`config.mk`:
```
export PLATFORM = sky130hd
export DESIGN_NAME = clkdiv_ctrl
export DESIGN_NICKNAME = d
export VERILOG_FILES = /design/src/rtl/clkdiv_pkg.sv /design/src/rtl/div_period_counter.sv /design/src/rtl/clkdiv_ctrl.sv
export SDC_FILE = /design/constraint.sdc
export NUM_CORES = 1
export LEC_CHECK = 0
export ABC_AREA = 1
export CAP_MARGIN = 20
export CELL_PAD_IN_SITES_DETAIL_PLACEMENT = 1
export CELL_PAD_IN_SITES_GLOBAL_PLACEMENT = 2
export CORE_UTILIZATION = 31
export DETAILED_ROUTE_END_ITERATION = 6
export PLACE_DENSITY = 0.78
export SLEW_MARGIN = 20
export SYNTH_ARGS = -nofsm -noshare
export SYNTH_HDL_FRONTEND = slang
export SYNTH_HIERARCHICAL = 1
export SYNTH_SLANG_ARGS = --single-unit
export TNS_END_PERCENT = 1
```
`constraint.sdc`:
```
create_clock -name clk -period 3.61 [get_ports clk]
set_clock_uncertainty 0.1 [all_clocks]
set_input_delay 0.722 -clock clk [delete_from_list [all_inputs] [get_ports clk]]
set_output_delay 0.722 -clock clk [all_outputs]
set_load 0.05 [all_outputs]
```
`src/rtl/clkdiv_pkg.sv`:
```
// clkdiv_pkg: shared states and constants for the programmable clock divider
package clkdiv_pkg;
  typedef enum logic [1:0] {IDLE, RUN, PEND} state_t;
  localparam int DIV_W = 8;
  localparam int DIV_DEFAULT = 16;
  localparam int MIN_DIV = 2;
endpackage

```
`src/rtl/div_period_counter.sv`:
```
// div_period_counter: period counter, wrap detect and registered divided clock level
module div_period_counter #(
  parameter int W = 8
) (
  input  logic         clk,
  input  logic         reset,
  input  logic         run,
  input  logic         run_d,
  input  logic [W-1:0] n,
  output logic [W-1:0] count,
  output logic         wrap,
  output logic         clkout_q
);
  logic [W-1:0] count_d;
  logic [W:0] half;
  always_comb begin
    wrap = run && count == n - 1'b1;
    count_d = run && !wrap ? count + 1'b1 : '0;
    half = ({1'b0, n} + 1'b1) >> 1;
  end
  always_ff @(posedge clk) begin
    if (reset) begin
      count <= '0;
      clkout_q <= 1'b0;
    end else begin
      count <= count_d;
      clkout_q <= run_d && {1'b0, count_d} < half;
    end
  end
endmodule

```
`src/rtl/clkdiv_ctrl.sv`:
```
// clkdiv_ctrl: run-time programmable clock divider with boundary-aligned ratio changes
module clkdiv_ctrl
  import clkdiv_pkg::*;
#(
  parameter int W = DIV_W,
  parameter int DEFAULT_DIV = DIV_DEFAULT
) (
  input  logic         clk,
  input  logic         reset,
  input  logic         enable,
  input  logic         cfg_valid,
  input  logic [W-1:0] cfg_div,
  output logic         cfg_ready,
  output logic         cfg_err,
  output logic         clkout,
  output logic         tick,
  output logic         busy,
  output logic [W-1:0] cur_div
);
  state_t state, state_d;
  logic [W-1:0] pend, pend_d, div_d, count;
  logic wrap, legal, acc;
  div_period_counter #(.W(W)) u_cnt (
    .clk(clk),
    .reset(reset),
    .run(busy),
    .run_d(state_d != IDLE),
    .n(cur_div),
    .count(count),
    .wrap(wrap),
    .clkout_q(clkout)
  );
  always_comb begin
    cfg_ready = state != PEND;
    busy = state != IDLE;
    tick = busy && count == cur_div - 1'b1;
    legal = cfg_div >= W'(MIN_DIV);
    acc = cfg_valid && cfg_ready && legal;
    state_d = state;
    div_d = cur_div;
    pend_d = pend;
    case (state)
      IDLE: begin
        div_d = acc ? cfg_div : cur_div;
        state_d = enable ? RUN : IDLE;
      end
      RUN: begin
        if (wrap && !enable) begin
          state_d = IDLE;
          div_d = acc ? cfg_div : cur_div;
        end else if (acc) begin
          pend_d = cfg_div;
          state_d = PEND;
        end
      end
      PEND: begin
        if (wrap) begin
          div_d = pend;
          state_d = enable ? RUN : IDLE;
        end
      end
      default: state_d = IDLE;
    endcase
  end
  always_ff @(posedge clk) begin
    if (reset) begin
      state <= IDLE;
      cur_div <= W'(DEFAULT_DIV);
      pend <= '0;
      cfg_err <= 1'b0;
    end else begin
      state <= state_d;
      cur_div <= div_d;
      pend <= pend_d;
      cfg_err <= cfg_valid && cfg_ready && !legal;
    end
  end
endmodule

```
==> run metrics, run 1 <==
startpoint types flip-flop; hold_buf cts 0; Hold Fails Final Rpt 0; async set or reset register ratio after synthesis 0; required time worst endpoint 2790 ps; MaxCap Viol Count 0; Comb power frac 0.407; pwr/cell area 378 nW/um^2; # DRC 0; Initial Util 0.324; largest net degree at the start of global routing 17; Crit. End Element output pin; row count 31; htree depth 1; Yosys cell types 37; Leak 1.29 nW; share of layout cells above drive strength 1 0.131; Layout fillers 982; Arr. time, crit path 2150 ps; via/cell ratio 4.69; count of flip-flops with a built-in enable after synthesis 0; max_slew headroom 0.520; Seq cells post-synth 28; sequential-to-total area share from yosys stat 0.234; Final GP Congestion 0.803; worst skew pair latency 280 ps; slowest cell delay on critical path 370 ps; Worst R2R Setup Slack 640 ps; Port Buffers 24; antenna violations before repair 0; IO Count 25; CP Buf/Inv Count 3; total power 1.06 mW; total negative slack 0 ps; Final #Nets 421; slowest CP cell dfxtp_1; Crit Path Class reg -> out; Routed WL per cell 13.4 um; Mapped Nets 394; worst slew pin tran 714 ps; final core occ 0.380; Ys Warns 6; worst vdd ir 158 uV; most common flop cell mapped by yosys dfxtp_1; Clock Sinks 28; fin. max-slew vios 0; clock root cell clkbuf_8; first-pass GRT wire length 11500 um; post-DP HPWL 5390 um; grt ovf 0; RSZ-0062 raised after global routing no; delay-heaviest family, CP simple AND/OR/NAND/NOR gates; sw frac 0.398; CTS tree yes; PostCTS Resize Cnt 0; setup bufs post-CTS 0; type of the most critical hold path reg -> reg; Ant. Diodes 0; status finished, final reports clean; Routed Antenna Nets 0; CTS Buffer Depth 2; sequence of cells on the critical path buf_4 > inv_1 > ha_1 > nand2_1 > nand2_1 > nand3b_1 > nor2_1 > nand3_1 > nor3_1 > buf_4; Synth Instances 371; area of the core 7370 sq um; Area Overhead vs Synth 17.1%; total CTS buffers 3; Internal 0.636 mW; vias in the first global route 2385; minimum clock period 2970 ps; Seq pwr share 0.349; Pre-antenna DRT Iters 4; die area 8070 sq um; CP Max Fanout 10; Syn Area/Cell 6.44 sq um; Clk network pwr share 0.244; Mapped Area 2390 sq um; Max Fclk 336 MHz; Reg clk slew, reported paths 110 ps; 1st-iter DRT viols 70; DIE WIDTH 89.8 um; Total Routing Usage GR 0.174; DRT Wirelength 6670 um; Final setup viols 0; Net Sw Power 0.421 mW; fin crit share 0.824; routed vias 2325; die height 89.8 um
[layer usage]
metal | global-route usage | wire length, um | vias to the layer above
met3 | 0.0203 | 101 | 6
met2 | 0.290 | 3050 | 23
met4 | 0.0219 | 42 | 0
li1 | - | - | 1214
met5 | 0 | 0 | -
met1 | 0.247 | 3480 | 1082
[cell usage in the layout (no fill, tap or decap)]
cell type,count
inv_2,3
nand3_2,5
nor2_2,5
a2111oi_0,1
nand2_4,1
a21oi_1,3
clkbuf_8,3
xor2_1,12
inv_4,1
nand2_1,94
xnor2_1,10
o211ai_1,1
a21oi_4,1
or2_2,2
inv_1,48
bufinv_16,1
nand3_1,27
nor3_1,9
o21ai_1,4
nor2_4,3
nand3b_1,1
nand2_2,3
nor4_1,5
nor2_1,58
nand4_1,4
ha_1,11
o21ai_2,4
o21ai_0,6
dfxtp_1,28
nand3_4,1
buf_4,9
or2_4,1
clkdlybuf4s50_1,23
o21ai_4,1
a21oi_2,8
[kinds of logic (layout without fill, tap and decap cells)]
family,Yosys count,in the layout,synth area share
DFF,28,28,0.234
AOI/OAI and AO/OA,29,29,0.0916
adders and majority gates,11,11,0.0576
buffers and inverters,62,88,0.118
and+or+nand+nor,219,219,0.418
xor gates and xnor gates,22,22,0.0806
[synth_stat cells, types with 2 or more instances]
cell	count	area [sq um]
nand2_1	94	353
nor2_1	58	218
inv_1	48	180
dfxtp_1	28	561
nand3_1	27	135
xor2_1	12	105
ha_1	11	138
xnor2_1	10	87.6
nor3_1	9	45.0
a21oi_2	8	70.1
o21ai_0	6	30.0
nand3_2	5	50.1
nor2_2	5	31.3
nor4_1	5	31.3
nand4_1	4	25.0
o21ai_1	4	20.0
o21ai_2	4	35.0
a21oi_1	3	15.0
buf_2	3	15.0
buf_6	3	33.8
inv_2	3	11.3
nand2_2	3	18.8
nor2_4	3	33.8
or2_2	2	12.5
[final cells by class]
cell class / instances / area (sq um) / share of cell area
Clock buffer: 3 / 41.3 / 0.0148
Clock inverter: 1 / 30.0 / 0.0107
Inverter: 52 / 198 / 0.0706
Multi-Input combinational cell: 281 / 1550 / 0.553
Sequential cell: 28 / 561 / 0.200
Tap cell: 99 / 124 / 0.0443
Timing Repair Buffer: 32 / 298 / 0.106
[sequential cells by signal, indices dropped and copies added, names as in the netlist]
| name | flops |
|---|---|
| cur_div | 8 |
| pend | 8 |
| u_cnt/count | 8 |
| state | 2 |
| cfg_err | 1 |
| u_cnt/clkout_q | 1 |
[worst reg2reg max path, delay by kind of cell (launching register included)]
kind                     cells  cell delay, ps
AO/OA/AOI/OAI                4             830
flip-flops                   1             370
AND/OR/NAND/NOR             10            1140
adder cells (fa/ha/maj)      1             250
buffers and inverters        3             200
[power by group through the flow]
stage | Clock [mW] | Combinational (mW) | Sequential (mW)
global route | 0.283 | 0.483 | 0.373
detailed placement | 0 | 0.433 | 0.376
finish | 0.258 | 0.431 | 0.369
floorplan | 0 | 0.278 | 0.413
global placement | 0 | 0.429 | 0.376
CTS | 0.267 | 0.437 | 0.370
[through the flow]
stage	instance area [sq um]	hold WS, ps	setup slack, ps	instances
6_report	2800	414	635	496
5_1_grt	2800	439	215	496
4_1_cts	2800	405	560	496
3_5_place_dp	2730	386	675	492
3_3_place_gp	2730	384	770	492
2_1_floorplan	2390	333	16.9	371
[path summary, 6_finish.rpt]
| check | startpoint | end | cells past startpoint |
|---|---|---|---|
| min reg2reg | pend[1] | pend[1] | 2 |
| max reg2reg | cur_div[0] | u_cnt/clkout_q | 18 |
| max | cur_div[0] | tick | 10 |
| min | pend[1] | pend[1] | 2 |
(Power assumes the default switching activity.)
==> run 2, diff against run 1 <==
CORE_UTILIZATION = 28   (was 31)
PLACE_DENSITY = 0.74   (was 0.78)
clock period = 2.7 ns   (was 3.61 ns; I/O delays follow)
==> run metrics, run 2 (synthesized netlist as in run 1, its figures left out) <==
status finished, final reports clean; Non-Filler Instances 513 (+3.4%); Routed WL per cell 13.1 um (-2.3%); post-place setup slack -16.2 ps (-692 ps); worst skew pair latency 290 ps (about the same); Crit Path Class reg -> reg; total power 1.48 mW (+40%); Clock Sinks 28 (unchanged); Placement Cell Area 2860 sq um (+5.0%); fin crit share 0.969; Leak 1.37 nW (+6.2%); Arr. time, crit path 2750 ps (+600 ps); die area 8910 sq um (+10%); most common cell after layout, fill and taps aside nand2_1; WHS 377 ps (-36.9 ps); Pre-antenna DRT Iters 4 (unchanged); Port Buffers 24 (unchanged); Layout fillers 1076 (+9.6%); Crit. End Element flip-flop; IO Count 25 (unchanged); Initial Util 0.290 (-0.0349); Total Routing Usage GR 0.166 (-0.00876); biggest regs cur_div x8, pend x8, u_cnt/count x8; setup ws final 82.4 ps (-553 ps); commonest cells after routing, fill and taps aside nand2_1 (94), nor2_1 (54), inv_1 (46); worst slew pin tran 500 ps (-214 ps); met2 Usage GRT 0.314 (+0.0243); Area Overhead vs Synth 26.5%; Reg clk slew, reported paths 110 ps (about the same); vias in the first global route 2429 (+1.8%); Ant. Diodes 0 (unchanged); 1st-iter DRT viols 62 (-11%); htree depth 1 (unchanged); post-route design area 3030 sq um (+8.1%); max_slew headroom 0.666 (+0.146); Routed Antenna Nets 0 (unchanged); CP Max Fanout 4 (-6); CTS Buffer Depth 2 (unchanged); MaxCap Viol Count 0 (unchanged); Final GP Congestion 0.787 (-2.0%); first-pass GRT wire length 11500 um (+0.17%); CTS tree yes; Final setup viols 0 (unchanged); pwr/cell area 489 nW/um^2 (+29%); share of layout cells above drive strength 1 0.201 (+0.0700); largest net degree at the start of global routing 17 (unchanged); RSZ-0062 raised after global routing yes; die height 94.4 um (+5.1%); total CTS buffers 3 (unchanged); minimum clock period 2620 ps; post-DP HPWL 5370 um (-0.47%); slowest CP cell dfxtp_4; global routing usage on met1 0.196 (-0.0510); GR peak layer met2; fin. max-slew vios 0 (unchanged); clock root cell clkbuf_8; routed vias 2350 (+1.1%); startpoint types flip-flop; CP Buf/Inv Count 2 (-1); met3 usage 0.0217 (+0.00143); grt ovf 0 (unchanged); Max Fclk 382 MHz; # DRC 0 (unchanged); via/cell ratio 4.58 (-2.3%); area of the core 8260 sq um (+12%); hold_buf cts 0 (unchanged); dpl cells 509 (+3.5%); total negative slack 0 ps (unchanged); Final #Nets 432 (+2.6%); type of the most critical hold path reg -> reg; DIE WIDTH 94.4 um (+5.1%); Hold Fails Final Rpt 0 (unchanged); row count 33 (+6.5%); required time worst endpoint 2830 ps (+40 ps); worst vdd ir 204 uV (+29%); antenna violations before repair 0 (unchanged); DRT Wirelength 6740 um (+1.0%); slowest cell delay on critical path 370 ps (about the same); delay-heaviest family, CP simple AND/OR/NAND/NOR gates; final core occ 0.366 (-0.0134); sequence of cells on the critical path inv_2 > ha_4 > xnor2_1 > nor2_1 > nand3_2 > nor2_2 > nand3_2 > buf_4 > nand2_2 > nor2_1 > ha_1 > a2111oi_4 > nand3_1 > a21oi_2
## run 2: cell count changes in the layout (fill, tap and decap cells not counted), sizes merged
cell / change
buf: +11
## run 2: worst paths after layout
path | to | slack (ps) | depth (start not counted) | from
min reg2reg | pend[1] | 380 | 2 | pend[1]
min | pend[1] | 380 | 2 | pend[1]
max | u_cnt/clkout_q | 80 | 14 | cur_div[0]
max reg2reg | u_cnt/clkout_q | 80 | 14 | cur_div[0]
## run 2: where the power goes
group | internal (mW) | switching, mW | leakage (nW)
Sequential | 0.445 | 0.0517 | 0.232
Clock | 0.199 | 0.157 | 0.0357
Combinational | 0.243 | 0.384 | 1.10
Total | 0.887 | 0.592 | 1.37
## run 2: what timing repair did
action,CTS,global route
cloned,0,0
setup endpoints to repair,2,2
pin swaps,2,9
resized for setup,7,13
setup buffers,0,0
## run 2: worst reg2reg max path, stage by stage, from the launching register on
cell and delay, ps:
dfxtp_4 370, inv_2 50, ha_4 240, xnor2_1 120, nor2_1 160, nand3_2 100, nor2_2 100, nand3_2 100
buf_4 160, nand2_2 80, nor2_1 60, ha_1 320, a2111oi_4 360, nand3_1 130, a21oi_2 110
## run 2: cell type report
cell class / count / area, sq um / area share
timing repair buffer: 43 / 413 / 0.136
multi-input combinational: 281 / 1630 / 0.540
clock inverter: 1 / 30.0 / 0.00993
tap: 105 / 131 / 0.0434
clock buffer: 3 / 41.3 / 0.0136
inverter: 52 / 198 / 0.0653
sequential: 28 / 579 / 0.191
## run 2: routing by layer
metal	part of all wire	vias up
li1	-	1238
met1	0.46	1089
met2	0.51	19
met3	0.020	4
met4	0.010	0
met5	0	-
==> RTL change: new RTL, flow settings as in run 1 <==
Register the output `cfg_err` once more, with the module's reset; this adds one clock of latency there. The other outputs are not delayed to match.
--- a/src/rtl/clkdiv_ctrl.sv
+++ b/src/rtl/clkdiv_ctrl.sv
@@ -17,6 +17,8 @@
   output logic         busy,
   output logic [W-1:0] cur_div
 );
+
+  logic cfg_err_s0;
   state_t state, state_d;
   logic [W-1:0] pend, pend_d, div_d, count;
   logic wrap, legal, acc;
@@ -67,13 +69,21 @@
       state <= IDLE;
       cur_div <= W'(DEFAULT_DIV);
       pend <= '0;
-      cfg_err <= 1'b0;
+      cfg_err_s0 <= 1'b0;
     end else begin
       state <= state_d;
       cur_div <= div_d;
       pend <= pend_d;
-      cfg_err <= cfg_valid && cfg_ready && !legal;
+      cfg_err_s0 <= cfg_valid && cfg_ready && !legal;
     end
   end
+  always_ff @(posedge clk) begin
+    if (reset) begin
+      cfg_err <= '0;
+    end else begin
+      cfg_err <= cfg_err_s0;
+    end
+  end
+
 endmodule
 
Function: changed (a bounded check fails within 4 cycles, from zero or initial values and one cycle with reset high).
==> RTL change against run 1 <==
- count of clock-buffer cells in the layout grew 3
- utilization grew 0.74 points
- non-clock buffer count shrank 2
- synthesized area shrank 4.9%
- sequential cell count grew 1
- worst setup slack gained 0.013 ns
- cell area shrank 3.9%
- wire length shrank 3.7%
- total power shrank 0.47%
- via count shrank 2.7%
- hold slack lost 0.11 ns
- cell count shrank 3.0%
- critical path depth grew 1
- critical path type unchanged
- largest power group unchanged
==> RTL change: results (changes against run 1) <==
drt:
  drt-wirelength-per-cell_um: 13.35  # was 13.45 um
  firstDrtPassIters: 4  # unchanged
  vias: 2263  # was 2325
  drt_iter0_markers: 78  # was 70
clock_network:
  cts_buffers: 5  # was 3
  clk_latency_ns: 0.28  # about the same
  clock-root-buffer: "clkbuf_8"  # unchanged
  clk_pin_slew_ns: 0.07  # was 0.11 ns
  postCtsSetupRepairBufs: 0  # unchanged
  cts_buffer_depth: 2  # unchanged
  cts_htree_levels: 2  # was 1
  cts_resized: 0  # unchanged
grt:
  track_usage: 0.1855  # was 0.1744
  antenna_found_initial: 0  # unchanged
  grt_pass1_wl_um: 10960  # was 11520 um
  grt_max_degree: 18  # was 17
yosys:
  yosys-top-cells-area: "dfxtp_1 26%, nand2_1 13%, inv_1 8.9%"  # was dfxtp_1 23%, nand2_1 15%, nor2_1 9.1%
  synthFlopType: "dfxtp_1"  # unchanged
  synth_common_cells: "80 x nand2_1, 54 x inv_1, 44 x nor2_1"  # was 94 x nand2_1, 58 x nor2_1, 48 x inv_1
  syn_nets: 380  # was 394
  synth_cells: 357  # was 371
  synth_cell_types: 32  # was 37
  ys_seq_area_frac: 0.2554  # was 0.2344
  synthArstFlopShare: 0  # unchanged
  yosysWarnings: 6  # unchanged
placed_design:
  io_buffers: 24  # unchanged
  gp_congestion: 0.8066  # was 0.8033
  placed_cell_area_mm2: 0.002604  # was 0.002728 mm^2
  placed_cells: 473  # was 492
  dpl.hpwl_um: 4983  # was 5394 um
  place_ws_ns: 0.5189  # was 0.6754 ns
worst_setup_path:
  startpoint: "cur_div[0]"  # unchanged
  crit_slowest_cell: "dlymetal6s2s_1"  # was dfxtp_1
  cp_max_fo: 5  # was 10
  max_stage_delay_ns: 0.42  # was 0.37 ns
power_and_ir_drop:
  swShare: 0.4079  # was 0.3983
  leakagePower_uw: 0.001203  # was 0.001286 uW
  vdd.ir_drop.worst_v: 0.0001585  # was 0.0001583 V
finish:
  fill_cells: 918  # was 982
  final_nets: 407  # was 421
  stdcell_count: 481  # was 496
  diodes: 0  # unchanged
  design_area_mm2: 0.002689  # was 0.002799 mm^2
  drive_gt1_frac: 0.1013  # was 0.1310
  top_regs: "cur_div x8, pend x8, u_cnt/count x8"  # unchanged
sta:
  relSlewSlack: 0.5539  # was 0.5197
min_path:
  hold_path.startpoint: "cfg_err_s0"  # was pend[1]
  hp-class: "flop to flop"  # unchanged
outcome:
  outcome: "finished clean"  # unchanged
RTL change: cell count changes after synthesis, sizes merged, moves of 2 or more:
cell	delta
nand2	-15
nor2	-15
a21oi	+9
inv	+6
o21ai	+3
xnor2	-2
RTL change: final cells by class:
type	instances	area share
Clock buffer	6	0.02699
Sequential cell	29	0.2159
Clock inverter	2	0.003723
Timing Repair Buffer	30	0.1070
Inverter	58	0.08097
Tap cell	96	0.04467
Multi-Input combinational cell	260	0.5207
RTL change: routing by layer:
| layer | part of all wire | GRT usage |
|---|---|---|
| met1 | 0.50 | 0.2520 |
| met2 | 0.47 | 0.3104 |
| met3 | 0.021 | 0.02828 |
| met4 | 0.0056 | 0.04024 |
| met5 | 0 | 0 |
RTL change: critical path: cells and delay by family (launching register included):
kind / cells / cell delay (ns)
simple gates: 8 / 0.73
buf+inv: 2 / 0.56
flops: 1 / 0.36
fa+ha+maj: 1 / 0.20
RTL change: power groups by stage:
stage / Clock, uW / Sequential [uW] / Combinational, uW
6_report: 264 / 385 / 404
5_1_grt: 291 / 391 / 456
4_1_cts: 280 / 387 / 409
3_5_place_dp: 0 / 395 / 406
3_3_place_gp: 0 / 394 / 402
2_1_floorplan: 0 / 425 / 255
RTL change: worst paths after layout:
path,to,slack (ns),cells after the start
max,tick,0.65,11
min,cfg_err,0.31,2
max reg2reg,u_cnt/clkout_q,0.65,16
min reg2reg,cfg_err,0.31,2
RTL change: cell families after synthesis:
logic type | after synthesis | share of synthesized area
compound gates | 42 | 0.1013
xor+xnor | 19 | 0.07320
fa+ha+maj | 11 | 0.06054
buf+inv | 68 | 0.1288
flops | 29 | 0.2554
simple gates | 188 | 0.3809
